### config.mk
export PLATFORM = sky130hd
export DESIGN_NAME = background_writer
export DESIGN_NICKNAME = d
export VERILOG_FILES = /design/src/rtl/bg_pkg.sv /design/src/rtl/raster_counter.sv /design/src/rtl/background_writer.sv
export SDC_FILE = /design/constraint.sdc
export NUM_CORES = 1
export LEC_CHECK = 0
export CAP_MARGIN = 20
export CORE_MARGIN = 2
export CORE_UTILIZATION = 30
export DETAILED_ROUTE_END_ITERATION = 6
export GPL_ROUTABILITY_DRIVEN = 0
export MAX_ROUTING_LAYER = met4
export PLACE_DENSITY_LB_ADDON = 0.2
export SYNTH_ARGS = -nofsm -noshare
export SYNTH_HDL_FRONTEND = slang
export SYNTH_HIERARCHICAL = 1
export SYNTH_SLANG_ARGS = --single-unit
### constraint.sdc
create_clock -name Clk -period 7 [get_ports Clk]
set_input_delay 2.1 -clock Clk [delete_from_list [all_inputs] [get_ports Clk]]
set_output_delay 2.1 -clock Clk [all_outputs]
set_load 0.01 [all_outputs]
### src/rtl/bg_pkg.sv
// Shared definitions for the background memory writer.
//   SCREEN_W/SCREEN_H/BG_PIXELS : background resolution (half of the VGA scan)
//   bg_wr_state_t               : writer FSM states
//   bg_token_t                  : one run-length token {run-1, palette index}
package bg_pkg;

    localparam int unsigned SCREEN_W    = 320;
    localparam int unsigned SCREEN_H    = 240;
    localparam int unsigned BG_PIXELS   = SCREEN_W * SCREEN_H;
    localparam int unsigned TOKEN_RUN_W = 5;

    typedef enum logic [1:0] {
        StIdle,
        StAccept,
        StRun,
        StDone
    } bg_wr_state_t;

    typedef struct packed {
        logic [TOKEN_RUN_W-1:0] run;     // run length minus one
        logic [2:0]             colour;  // palette index
    } bg_token_t;

endpackage

### src/rtl/raster_counter.sv
// Raster position tracker for the background writer.
//   Clk, Reset  : clock, asynchronous active-high reset
//   clear       : return to pixel (0,0), address 0
//   advance     : step to the next pixel in raster order
//   addr        : linear address y*WIDTH + x, kept as its own counter
//   last_pixel  : current position is the final pixel of the frame
module raster_counter
    import bg_pkg::*;
#(
    parameter int unsigned WIDTH  = SCREEN_W,
    parameter int unsigned HEIGHT = SCREEN_H,
    parameter int unsigned ADDR_W = 19
) (
    input  logic              Clk,
    input  logic              Reset,
    input  logic              clear,
    input  logic              advance,
    output logic [ADDR_W-1:0] addr,
    output logic              last_pixel
);

    logic [8:0]        x_q, x_d;
    logic [7:0]        y_q, y_d;
    logic [ADDR_W-1:0] addr_q, addr_d;

    always_comb begin
        x_d    = x_q;
        y_d    = y_q;
        addr_d = addr_q;
        if (clear) begin
            x_d    = '0;
            y_d    = '0;
            addr_d = '0;
        end else if (advance) begin
            if (x_q == 9'(WIDTH - 1)) begin
                x_d = '0;
                y_d = y_q + 8'd1;
            end else begin
                x_d = x_q + 9'd1;
            end
            addr_d = addr_q + ADDR_W'(1);
        end
    end

    always_ff @(posedge Clk or posedge Reset) begin
        if (Reset) begin
            x_q    <= '0;
            y_q    <= '0;
            addr_q <= '0;
        end else begin
            x_q    <= x_d;
            y_q    <= y_d;
            addr_q <= addr_d;
        end
    end

    assign addr       = addr_q;
    assign last_pixel = (x_q == 9'(WIDTH - 1)) && (y_q == 8'(HEIGHT - 1));

endmodule

### src/rtl/background_writer.sv
// Fills the background RAM from a run-length-encoded token stream, one pixel
// write per cycle in raster order.
//   Clk, Reset  : clock, asynchronous active-high reset
//   start       : pulse, begins a frame load (only seen in IDLE)
//   in_valid    : token valid
//   in_data     : token, [RUN_W+2:3] = run-1, [2:0] = palette index
//   in_ready    : token accepted when in_valid && in_ready
//   wr_en       : RAM write strobe
//   wr_addr     : RAM write address, y*WIDTH + x
//   wr_data     : palette index written
//   busy        : loading a frame (ACCEPT or RUN)
//   done        : one-cycle pulse after the last pixel is written
//   overrun     : sticky, a run extended past the final pixel
module background_writer
    import bg_pkg::*;
#(
    parameter int unsigned WIDTH  = SCREEN_W,
    parameter int unsigned HEIGHT = SCREEN_H,
    parameter int unsigned ADDR_W = 19,
    parameter int unsigned RUN_W  = 5
) (
    input  logic              Clk,
    input  logic              Reset,
    input  logic              start,
    input  logic              in_valid,
    input  logic [RUN_W+2:0]  in_data,
    output logic              in_ready,
    output logic              wr_en,
    output logic [ADDR_W-1:0] wr_addr,
    output logic [2:0]        wr_data,
    output logic              busy,
    output logic              done,
    output logic              overrun
);

    bg_wr_state_t      state_q, state_d;
    logic [RUN_W-1:0]  rem_q, rem_d;
    logic [2:0]        colour_q, colour_d;
    logic              overrun_q, overrun_d;
    logic              in_ready_q, in_ready_d;
    logic              wr_en_q, wr_en_d;
    logic              busy_q, busy_d;
    logic              done_q, done_d;
    logic              rc_clear, rc_advance, last_pixel;
    logic [ADDR_W-1:0] rc_addr;

    raster_counter #(
        .WIDTH  (WIDTH),
        .HEIGHT (HEIGHT),
        .ADDR_W (ADDR_W)
    ) u_raster (
        .Clk        (Clk),
        .Reset      (Reset),
        .clear      (rc_clear),
        .advance    (rc_advance),
        .addr       (rc_addr),
        .last_pixel (last_pixel)
    );

    // State and registered outputs
    always_ff @(posedge Clk or posedge Reset) begin
        if (Reset) begin
            state_q    <= StIdle;
            rem_q      <= '0;
            colour_q   <= '0;
            overrun_q  <= 1'b0;
            in_ready_q <= 1'b0;
            wr_en_q    <= 1'b0;
            busy_q     <= 1'b0;
            done_q     <= 1'b0;
        end else begin
            state_q    <= state_d;
            rem_q      <= rem_d;
            colour_q   <= colour_d;
            overrun_q  <= overrun_d;
            in_ready_q <= in_ready_d;
            wr_en_q    <= wr_en_d;
            busy_q     <= busy_d;
            done_q     <= done_d;
        end
    end

    // Next state
    always_comb begin
        state_d   = state_q;
        rem_d     = rem_q;
        colour_d  = colour_q;
        overrun_d = overrun_q;
        unique case (state_q)
            StIdle: begin
                // overrun stays visible after a frame until the next load begins
                if (start) begin
                    state_d   = StAccept;
                    overrun_d = 1'b0;
                end
            end
            StAccept: begin
                if (in_valid && in_ready_q) begin
                    rem_d    = in_data[RUN_W+2:3];
                    colour_d = in_data[2:0];
                    state_d  = StRun;
                end
            end
            StRun: begin
                // The frame end wins over the run; leftover pixels are dropped
                if (last_pixel) begin
                    state_d = StDone;
                    if (rem_q != '0) begin
                        overrun_d = 1'b1;
                    end
                end else if (rem_q == '0) begin
                    state_d = StAccept;
                end else begin
                    rem_d = rem_q - RUN_W'(1);
                end
            end
            StDone: begin
                state_d = StIdle;
            end
            default: begin
                state_d = StIdle;
            end
        endcase
    end

    // Outputs are registered from the next state so they line up with it
    always_comb begin
        rc_clear   = (state_q == StIdle);
        rc_advance = (state_q == StRun) && !last_pixel;
        in_ready_d = (state_d == StAccept);
        wr_en_d    = (state_d == StRun);
        busy_d     = (state_d == StAccept) || (state_d == StRun);
        done_d     = (state_d == StDone);
    end

    assign in_ready = in_ready_q;
    assign wr_en    = wr_en_q;
    assign wr_addr  = rc_addr;
    assign wr_data  = colour_q;
    assign busy     = busy_q;
    assign done     = done_q;
    assign overrun  = overrun_q;

endmodule

======== Word level (Yosys, flattened, before mapping) ========
Index checks and enable logic that the tools add are counted.
W data, S select, Z words.
storage, ports and cells
  input port bits ......................... 12
  register bits after elaboration ......... 51
  word-level logic and storage cells ...... 66
operators by class
  $add $sub $neg .......................... 4
  multiplexer cells ....................... 21
  eq/ne operators ......................... 14
  reduce and logical (&&, ||, !) cells .... 16
operators with widths
  kind                     count
  $mux W19                 2
  $mux W9                  3
  $mux W8                  3
  $add A19 B1 Y19 const B  1
  $mux W5                  3
  $ne A2 B2 Y1 const B     6
  $pmux W5 S2              1
  $add A9 B1 Y9 const B    1
  $eq A9 B9 Y1 const B     1
  $add A8 B1 Y8 const B    1
  $eq A2 B2 Y1 const B     4
  $eq A8 B8 Y1 const B     1
  $mux W2                  4
  $pmux W2 S4              1
  $reduce_and A4 Y1        2
  $reduce_bool A2 Y1       4
  $logic_not A5 Y1         1
  $reduce_bool A5 Y1       1
  $sub A5 B1 Y5 const B    1
  $eq A2 B1 Y1 const B     2
  $reduce_and A2 Y1        2
  $logic_and A1 B1 Y1      3
  $mux W1                  3
  $logic_not A2 Y1         1
  other kinds (3)          3

======== Logic depth before layout (Yosys ltp) ========
Gate-level depths: netlist of the first run.
  depth after elaboration ................. 6
  depth in mapped cells ................... 10
  gate-level depth less buffers ........... 9

======== Modules after synthesis ========
The synthesis of the first run kept the hierarchy.
by module, submodules not included
  module             cells an instance  instances  seq. area each (um2)  area an instance (um2)
  raster_counter     200                1          900.9                 1,909.3
  background_writer  80                 1          375.4                 802.0

======== Least setup slack after synthesis of the first run ========
No wires, ideal clock.
  kind .................................... input -> register
  start point ............................. in in_valid
  end point ............................... reg rem_q[4]
  required time ........................... 6.879 ns
  setup slack ............................. 4.025 ns
  library setup time ...................... 0.121 ns
  arrival ................................. 2.854 ns
  cell stages on the path ................. 4
  path through ............................ and4b_1 -> clkbuf_1 -> o22ai_1 -> a22o_1
between the ends
  longest elaborated chain between the ends .. 3
ends and longest elaborated chain
  what                         line                     RTL
  start: declaration           background_writer.sv:25  input logic in_valid,
  $logic_and A1 B1 Y1          background_writer.sv:98  if (in_valid && in_ready_q) begin
  $ne A2 B2 Y1 (no line)       n/a
  $reduce_and A4 Y1 (no line)  n/a
  end signal: assignment       background_writer.sv:73  rem_q <= rem_d;
  end: declaration             background_writer.sv:37  logic [RUN_W-1:0] rem_q, rem_d;
Every way passes these cells.
A chain may end at the register's enable or synchronous reset.

======== Final worst setup path of the first run ========
  start point ............................. reg u_raster.addr_q[2] (netlist: u_raster/addr[2])
  end point ............................... out wr_addr[2]
RTL lines
  what                      line                     RTL
  start: declaration        raster_counter.sv:24     logic [ADDR_W-1:0] addr_q, addr_d;
  start signal: assignment  raster_counter.sv:53     addr_q <= addr_d;
  end: declaration          background_writer.sv:29  output logic [ADDR_W-1:0] wr_addr,
No word-level cell between the ends.

==> impl_metrics.json, run 1 <==
{
  "rsz0062_at_grt": "false",
  "maxSlewViolCount": 0,
  "grt_use_total": 0.123,
  "syn_to_final_growth_pct": 20.8,
  "clock.fmax_mhz": 287,
  "tightestPinTransition_ns": 0.717,
  "via_per_inst": 5.00,
  "syn_area_mm2": 0.00271,
  "finalNetCount": 333,
  "worstSetupStartpointType": "flip-flop",
  "final_common_cell": "dfrtp_1",
  "synth_seq_area_share": 0.471,
  "ys_warn_count": 6,
  "synth_edf_count": 0,
  "drt-initial-drc-count": 82,
  "vias": 2115,
  "criticalPathCategory": "reg -> out",
  "power.total_mw": 0.903,
  "combPwrFrac": 0.334,
  "initial_utilization": 0.309,
  "crit_chain": "clkdlybuf4s50_1",
  "synthFlopType": "dfrtp_1",
  "place.port_buffers": 38,
  "wl_um": 5760,
  "end_kind": "primary output",
  "rows": 34,
  "synth.distinct_cells": 52,
  "relSlewSlack": 0.521,
  "vdd_ir_drop_max_v": 0.000120,
  "period_share": 0.498,
  "maxCapViolCount": 0,
  "synth-async-reset-ratio": 1.00,
  "period_needed_ns": 3.48,
  "arrival_ns": 1.38,
  "tritoncts": "built",
  "cts_resized": 0,
  "cpPeakStageDelay_ns": 0.59,
  "mostFrequentLayoutCells": "51 x dfrtp_1, 38 x clkdlybuf4s50_1, 27 x nand2_1, 24 x nor2_1",
  "cts_buffers": 5,
  "ios": 39,
  "min_path_type": "reg -> reg",
  "power_density_mw_per_mm2": 276,
  "cts.sinks": 51,
  "grt_pass1_vias": 1972,
  "cts-root-buf": "clkbuf_8",
  "syn_nets": 299,
  "clk_latency_ns": 0.30,
  "crit_buf_inv": 1,
  "routedWlPerCell_um": 13.6,
  "p_sw_mw": 0.328,
  "p_seq_frac": 0.430,
  "synth_cells": 280,
  "crit_fanout": 5,
  "hold_viol_final": 0,
  "clkPwrFrac": 0.236,
  "syn_area_per_cell_um2": 9.68,
  "p_int_mw": 0.575,
  "core_region_area_mm2": 0.00876,
  "drc": 0,
  "cp_slowest_cell": "clkdlybuf4s50_1",
  "die_h_um": 99.1,
  "synth_seq_cells": 51,
  "cts.htree.levels": 2,
  "drive_above_1_share": 0.0730,
  "crit_family": "buffers and inverters",
  "post-cts-setup-buffers": 0,
  "drtPass1Iterations": 6,
  "swShare": 0.363,
  "crit_required_ns": 4.90,
  "holdBufCountCts": 0,
  "die_x_um": 99.1,
  "tns_ns": 0,
  "die_area_mm2": 0.00981,
  "leakage_nw": 1.29,
  "path_clk_slew_ns": 0.10,
  "status": "completed",
  "clockBufferDepth": 2,
  "worst_clock_skew_ns": 0.0105,
  "setup_violations": 0,
  "n_antenna_cell": 0,
  "grt-ovfl-total": 0,
  "antenna_found_initial": 0,
  "grt_max_degree": 37,
  "place_hpwl_um": 3930,
  "final_antenna_net_count": 0,
  "grt_pass1_wl_um": 9650
}
[logic make-up (layout without fill, tap and decap cells)]
kind of cell	Yosys count	in the layout	synth area share
simple gates	122	122	0.244
compound gates	52	52	0.129
fa+ha+maj	7	7	0.0323
flops	51	51	0.471
xor+xnor	18	18	0.0581
buf+inv	26	61	0.0508
mux	4	4	0.0157
[power by group through the flow]
stage / Sequential [mW] / Clock [mW] / Combinational (mW)
floorplan: 0.381 / 0 / 0.243
global placement: 0.396 / 0 / 0.302
detailed placement: 0.394 / 0 / 0.306
CTS: 0.389 / 0.223 / 0.307
global route: 0.399 / 0.236 / 0.338
finish: 0.388 / 0.213 / 0.302
[flip-flops by register name, summed over array words and instances, names as in the netlist]
register and cells:
busy 1, done 1, in_ready 1, overrun 1, rem_q 5, state_q 2, u_raster/addr 19, u_raster/x_q 9
u_raster/y_q 8, wr_data 3, wr_en 1
[metrics by stage]
step	utilization	setup slack [ns]	cell area (µm²)	std cells	hold slack, ns
6_report	0.374	3.52	3280	423	0.487
5_1_grt	0.374	3.44	3280	423	0.541
4_1_cts	0.374	3.48	3280	423	0.493
3_5_place_dp	0.361	3.43	3160	415	0.469
3_3_place_gp	0.361	3.45	3160	415	0.463
2_1_floorplan	-	4.03	2710	280	0.467
[final timing paths]
path | start | end | slack, ns | cells past startpoint
max in group asynchronous | Reset | u_raster/y_q[7] | 4.42 | 3
worst max-delay path | u_raster/addr[2] | wr_addr[2] | 3.52 | 1
min in group asynchronous | Reset | done | 2.19 | 2
worst min register to register | wr_data[1] | wr_data[1] | 0.49 | 2
worst min-delay path | wr_data[1] | wr_data[1] | 0.49 | 2
worst max register to register | u_raster/x_q[0] | u_raster/addr[15] | 3.80 | 9
[cell type report]
type                    count  area [µm²]
well taps                 108         135
clock inverters             3        47.5
repair buffers             41         403
multi-input cells         203        1300
flip-flops and latches     51        1280
clock buffers               5        68.8
inverters                  12        45.0
fillers                   888        5490
[layer usage]
layer  vias to the layer above  GRT usage  share of wire
li1                       1060          -              -
met1                      1021      0.176           0.52
met2                        32      0.179           0.44
met3                         2     0.0248          0.031
met4                         0     0.0316         0.0075
met5                         -          -              0
[synth_stat cells, types with 4 or more instances]
library cell | n | area share
a21oi_1 | 14 | 0.026
clkbuf_1 | 7 | 0.0097
dfrtp_1 | 51 | 0.47
ha_1 | 7 | 0.032
inv_1 | 12 | 0.017
nand2_1 | 27 | 0.037
nand2b_1 | 4 | 0.0092
nand3_1 | 12 | 0.022
nand4_1 | 5 | 0.012
nor2_1 | 25 | 0.035
nor2b_1 | 4 | 0.0092
nor3_1 | 11 | 0.020
o21ai_0 | 11 | 0.020
o22ai_1 | 4 | 0.0092
o2bb2ai_1 | 4 | 0.013
or3_1 | 7 | 0.016
xnor2_1 | 14 | 0.045
xor2_1 | 4 | 0.013
[worst register-to-register path: stages, from the launching register on]
cell and delay, ns:
dfrtp_1 0.43, ha_1 0.24, and3_1 0.26, nand3_1 0.10, nor3_1 0.52, nor3b_2 0.20
o2111ai_1 0.64, nor3_1 0.21, nand4_1 0.15, mux2_2 0.33
(Power assumes the default switching activity.)
==> inputs of run 2 (changes only) <==
- clock period: 7 -> 3.3 ns (I/O delays scaled with it)
==> impl_metrics.json, run 2 (synthesis results as in run 1) <==
{
  "path_clk_slew_ns": 0.09,
  "syn_to_final_growth_pct": 21.2,
  "drtPass1Iterations": 4,
  "end_kind": "flip-flop",
  "dp_cells": 419,
  "rows": 34,
  "post-place-ws_ns": 0.469,
  "final_common_cell": "dfrtp_1",
  "vdd_ir_drop_max_v": 0.000185,
  "largest_register_ffs": 19,
  "grt_pass1_vias": 1970,
  "status": "completed",
  "n_antenna_cell": 0,
  "mostFrequentLayoutCells": "51 x dfrtp_1, 38 x clkdlybuf4s50_1, 27 x nand2_1, 24 x nor2_1",
  "clockBufferDepth": 2,
  "post-cts-setup-buffers": 0,
  "fin_util": 0.375,
  "initial_utilization": 0.309,
  "crit_fanout": 17,
  "period_share": 0.868,
  "cts.sinks": 51,
  "num-fill-cells": 873,
  "period_needed_ns": 2.86,
  "finalNetCount": 337,
  "cts_resized": 0,
  "die_x_um": 99.1,
  "routedWlPerCell_um": 12.9,
  "finalNonFillerCells": 427,
  "die_area_mm2": 0.00981,
  "leakage_nw": 1.30,
  "place_hpwl_um": 3820,
  "tns_ns": 0,
  "clk_latency_ns": 0.30,
  "relSlewSlack": 0.606,
  "drc": 0,
  "hold_ws_ns": 0.482,
  "wl_um": 5500,
  "worst_clock_skew_ns": 0.00790,
  "hold_viol_final": 0,
  "final_antenna_net_count": 0,
  "grt-ovfl-total": 0,
  "power_density_mw_per_mm2": 555,
  "drive_above_1_share": 0.0815,
  "criticalPathCategory": "reg -> reg",
  "ios": 39,
  "grt_use_total": 0.120,
  "die_h_um": 99.1,
  "arrival_ns": 3.09,
  "timing.final.ws_setup_ns": 0.436,
  "cts.htree.levels": 2,
  "tritoncts": "built",
  "core_region_area_mm2": 0.00876,
  "min_path_type": "reg -> reg",
  "cts-root-buf": "clkbuf_8",
  "place.port_buffers": 38,
  "maxCapViolCount": 0,
  "cts_buffers": 5,
  "grt_max_degree": 43,
  "tightestPinTransition_ns": 0.590,
  "grt_pass1_wl_um": 9360,
  "setup_violations": 0,
  "crit_required_ns": 3.52,
  "vias": 2120,
  "holdBufCountCts": 0,
  "maxSlewViolCount": 0,
  "via_per_inst": 4.96,
  "drt-initial-drc-count": 85,
  "worstSetupStartpointType": "flip-flop",
  "clock.fmax_mhz": 349,
  "antenna_found_initial": 0,
  "rsz0062_at_grt": "false"
}
[run 2: layout make-up]
| class | count | area, µm² | area share |
|---|---|---|---|
| clock inverter | 2 | 12.5 | 0.00381 |
| sequential | 51 | 1280 | 0.388 |
| timing repair buffer | 45 | 445 | 0.136 |
| inverter | 12 | 45.0 | 0.0137 |
| tap | 108 | 135 | 0.0411 |
| clock buffer | 6 | 72.6 | 0.0221 |
| multi-input combinational | 203 | 1300 | 0.396 |
[run 2: stage by stage]
stage,total power [mW],cell area (µm²)
floorplan,1.32,2710
detailed placement,1.49,3200
CTS,1.86,3290
global placement,1.49,3200
global route,1.96,3290
finish,1.82,3290
[run 2: report_power, final]
part | leakage (nW) | internal (mW) | switching (mW)
sequential | 0.693 | 0.717 | 0.103
clock | 0.0412 | 0.149 | 0.200
combinational | 0.561 | 0.289 | 0.367
[run 2: path summary, 6_finish.rpt]
kind	slack (ns)	depth (start not counted)	start	endpoint
max	0.44	10	u_raster/x_q[0]	u_raster/addr[18]
min	0.48	2	wr_data[1]	wr_data[1]
max reg2reg	0.44	10	u_raster/x_q[0]	u_raster/addr[18]
min reg2reg	0.48	2	wr_data[1]	wr_data[1]
max in group asynchronous	1.83	2	Reset	state_q[0]
min in group asynchronous	1.08	2	Reset	rem_q[4]
[run 2: critical path: stages, from the launching register on]
cell and delay, ns:
dfrtp_1 0.43, ha_1 0.25, and3_1 0.24, nand3_1 0.10, nor3_1 0.07, nor3b_2 0.30
buf_12 0.19, o211ai_4 0.10, or4_4 0.60, or3_1 0.36, a21oi_1 0.14
[run 2: routing by layer]
metal / up-vias / global-route usage / part of all wire
met5: - / - / 0
li1: 1066 / - / -
met2: 32 / 0.173 / 0.44
met3: 4 / 0.0277 / 0.029
met1: 1018 / 0.170 / 0.53
met4: 0 / 0.0316 / 0.0065
==> inputs of run 3 (changes only) <==
- GPL_TIMING_DRIVEN: not set -> 0
==> impl_metrics.json, run 3 (synthesis results as in run 1) <==
{
  "status": "completed",
  "vdd_ir_drop_max_v": 0.000215,
  "crit_cells": 10,
  "grt-ovfl-total": 0,
  "crit_chain": "ha_1, and3_1, nand3_1, nor3_2, nor3b_4, buf_4, o211ai_4, or4_4, or3_1, a21oi_1",
  "finalNonFillerCells": 434,
  "cts.sinks": 51,
  "use_met1": 0.180,
  "crit_buf_inv": 1,
  "post-cts-setup-buffers": 0,
  "use_met3": 0.0220,
  "period_share": 0.939,
  "relSlewSlack": 0.481,
  "die_h_um": 99.1,
  "ios": 39,
  "die_x_um": 99.1,
  "num-fill-cells": 888,
  "r2r-end": "u_raster/addr[18]",
  "syn_to_final_growth_pct": 24.0,
  "rsz0062_at_grt": "false",
  "cpPeakStageDelay_ns": 0.60,
  "hold_ws_ns": 0.484,
  "clock.fmax_mhz": 323,
  "wl_um": 5990,
  "post-place-ws_ns": -0.116,
  "swShare": 0.352,
  "drtPass1Iterations": 4,
  "place_hpwl_um": 4150,
  "p_sw_mw": 0.711,
  "cts-root-buf": "clkbuf_8",
  "vias": 2154,
  "rrSetupSlack_ns": 0.20,
  "via_per_inst": 4.96,
  "drt-initial-drc-count": 61,
  "drive_above_1_share": 0.0859,
  "worst_clock_skew_ns": 0.00777,
  "leakage_nw": 1.32,
  "cp_slowest_cell": "or4_4",
  "cts_buffers": 5,
  "crit_family": "simple AND/OR/NAND/NOR gates",
  "use_met2": 0.198,
  "worstSetupStartpoint": "u_raster/x_q[0]",
  "criticalPathCategory": "reg -> reg",
  "reg2regPathDepth": 10,
  "clkPwrFrac": 0.222,
  "rows": 34,
  "grt_max_degree": 37,
  "final_common_cell": "dfrtp_1",
  "die_area_mm2": 0.00981,
  "period_needed_ns": 3.10,
  "combPwrFrac": 0.388,
  "cts.htree.levels": 2,
  "drc": 0,
  "initial_utilization": 0.309,
  "path_clk_slew_ns": 0.09,
  "maxSlewViolCount": 0,
  "power_density_mw_per_mm2": 601,
  "hold_viol_final": 0,
  "core_region_area_mm2": 0.00876,
  "crit_fanout": 8,
  "p_seq_frac": 0.389,
  "holdBufCountCts": 0,
  "mostFrequentLayoutCells": "51 x dfrtp_1, 38 x clkdlybuf4s50_1, 27 x nand2_1, 25 x nor2_1",
  "n_antenna_cell": 0,
  "place.port_buffers": 38,
  "crit_required_ns": 3.53,
  "final_antenna_net_count": 0,
  "min_path_type": "reg -> reg",
  "busiest_layer": "met2",
  "finalNetCount": 344,
  "dp_cells": 426,
  "tns_ns": 0,
  "antenna_found_initial": 0,
  "tightestPinTransition_ns": 0.777,
  "timing.final.ws_setup_ns": 0.202,
  "arrival_ns": 3.32,
  "cts_resized": 1,
  "largest_register_ffs": 19,
  "p_int_mw": 1.31,
  "end_kind": "flip-flop",
  "clockBufferDepth": 2,
  "tritoncts": "built",
  "maxCapViolCount": 0,
  "worstSetupStartpointType": "flip-flop",
  "grt_use_total": 0.130,
  "clk_latency_ns": 0.30,
  "setup_violations": 0,
  "grt_pass1_vias": 2101,
  "routedWlPerCell_um": 13.8,
  "cp-endpoint": "u_raster/addr[18]",
  "grt_pass1_wl_um": 10100,
  "r2r-start": "u_raster/x_q[0]",
  "fin_util": 0.384
}
==> run 3: cell type report <==
type                       instances  area, µm²  area share
clock buffer                       6       82.6      0.0246
clock inverter                     2       35.0      0.0104
tap                              108        135      0.0402
multi-input combinational        203       1320       0.391
inverter                          12       45.0      0.0134
sequential                        51       1280       0.380
buffer                            14       92.6      0.0275
timing repair buffer              38        380       0.113
==> run 3: routing by layer <==
layer	part of all wire	vias up	wire [µm]
li1	-	1085	-
met2	0.45	32	2720
met4	0.0073	0	44
met1	0.51	1033	3040
met5	0	-	0
met3	0.031	4	186
==> run 3: power groups by stage <==
stage	sequential (mW)	clock (mW)	combinational [mW]
2_1_floorplan	0.807	0	0.515
3_3_place_gp	0.798	0	0.781
3_5_place_dp	0.798	0	0.789
4_1_cts	0.786	0.471	0.793
5_1_grt	0.804	0.495	0.875
6_report	0.787	0.449	0.784
==> run 3: worst min-delay path: stages (launching register included) <==
cell and delay [ns]:
dfrtp_1 0.35, nand2_1 0.05, nand2_1 0.06
==> run 3: how the worst min path moves through the flow <==
stage / startpoint / endpoint / cells past startpoint
detailed placement: wr_data[1] / wr_data[1] / 2
finish: wr_data[1] / wr_data[1] / 2
global route: wr_data[2] / wr_data[2] / 2
CTS: wr_data[1] / wr_data[1] / 2
floorplan: rem_q[4] / rem_q[4] / 1
global placement: wr_data[2] / wr_data[2] / 2
==> run 3: stage by stage <==
stage          power [mW]  cell area, µm²
6_report             2.02            3360
4_1_cts              2.05            3350
2_1_floorplan        1.32            2710
3_5_place_dp         1.59            3230
5_1_grt              2.17            3360
3_3_place_gp         1.58            3230
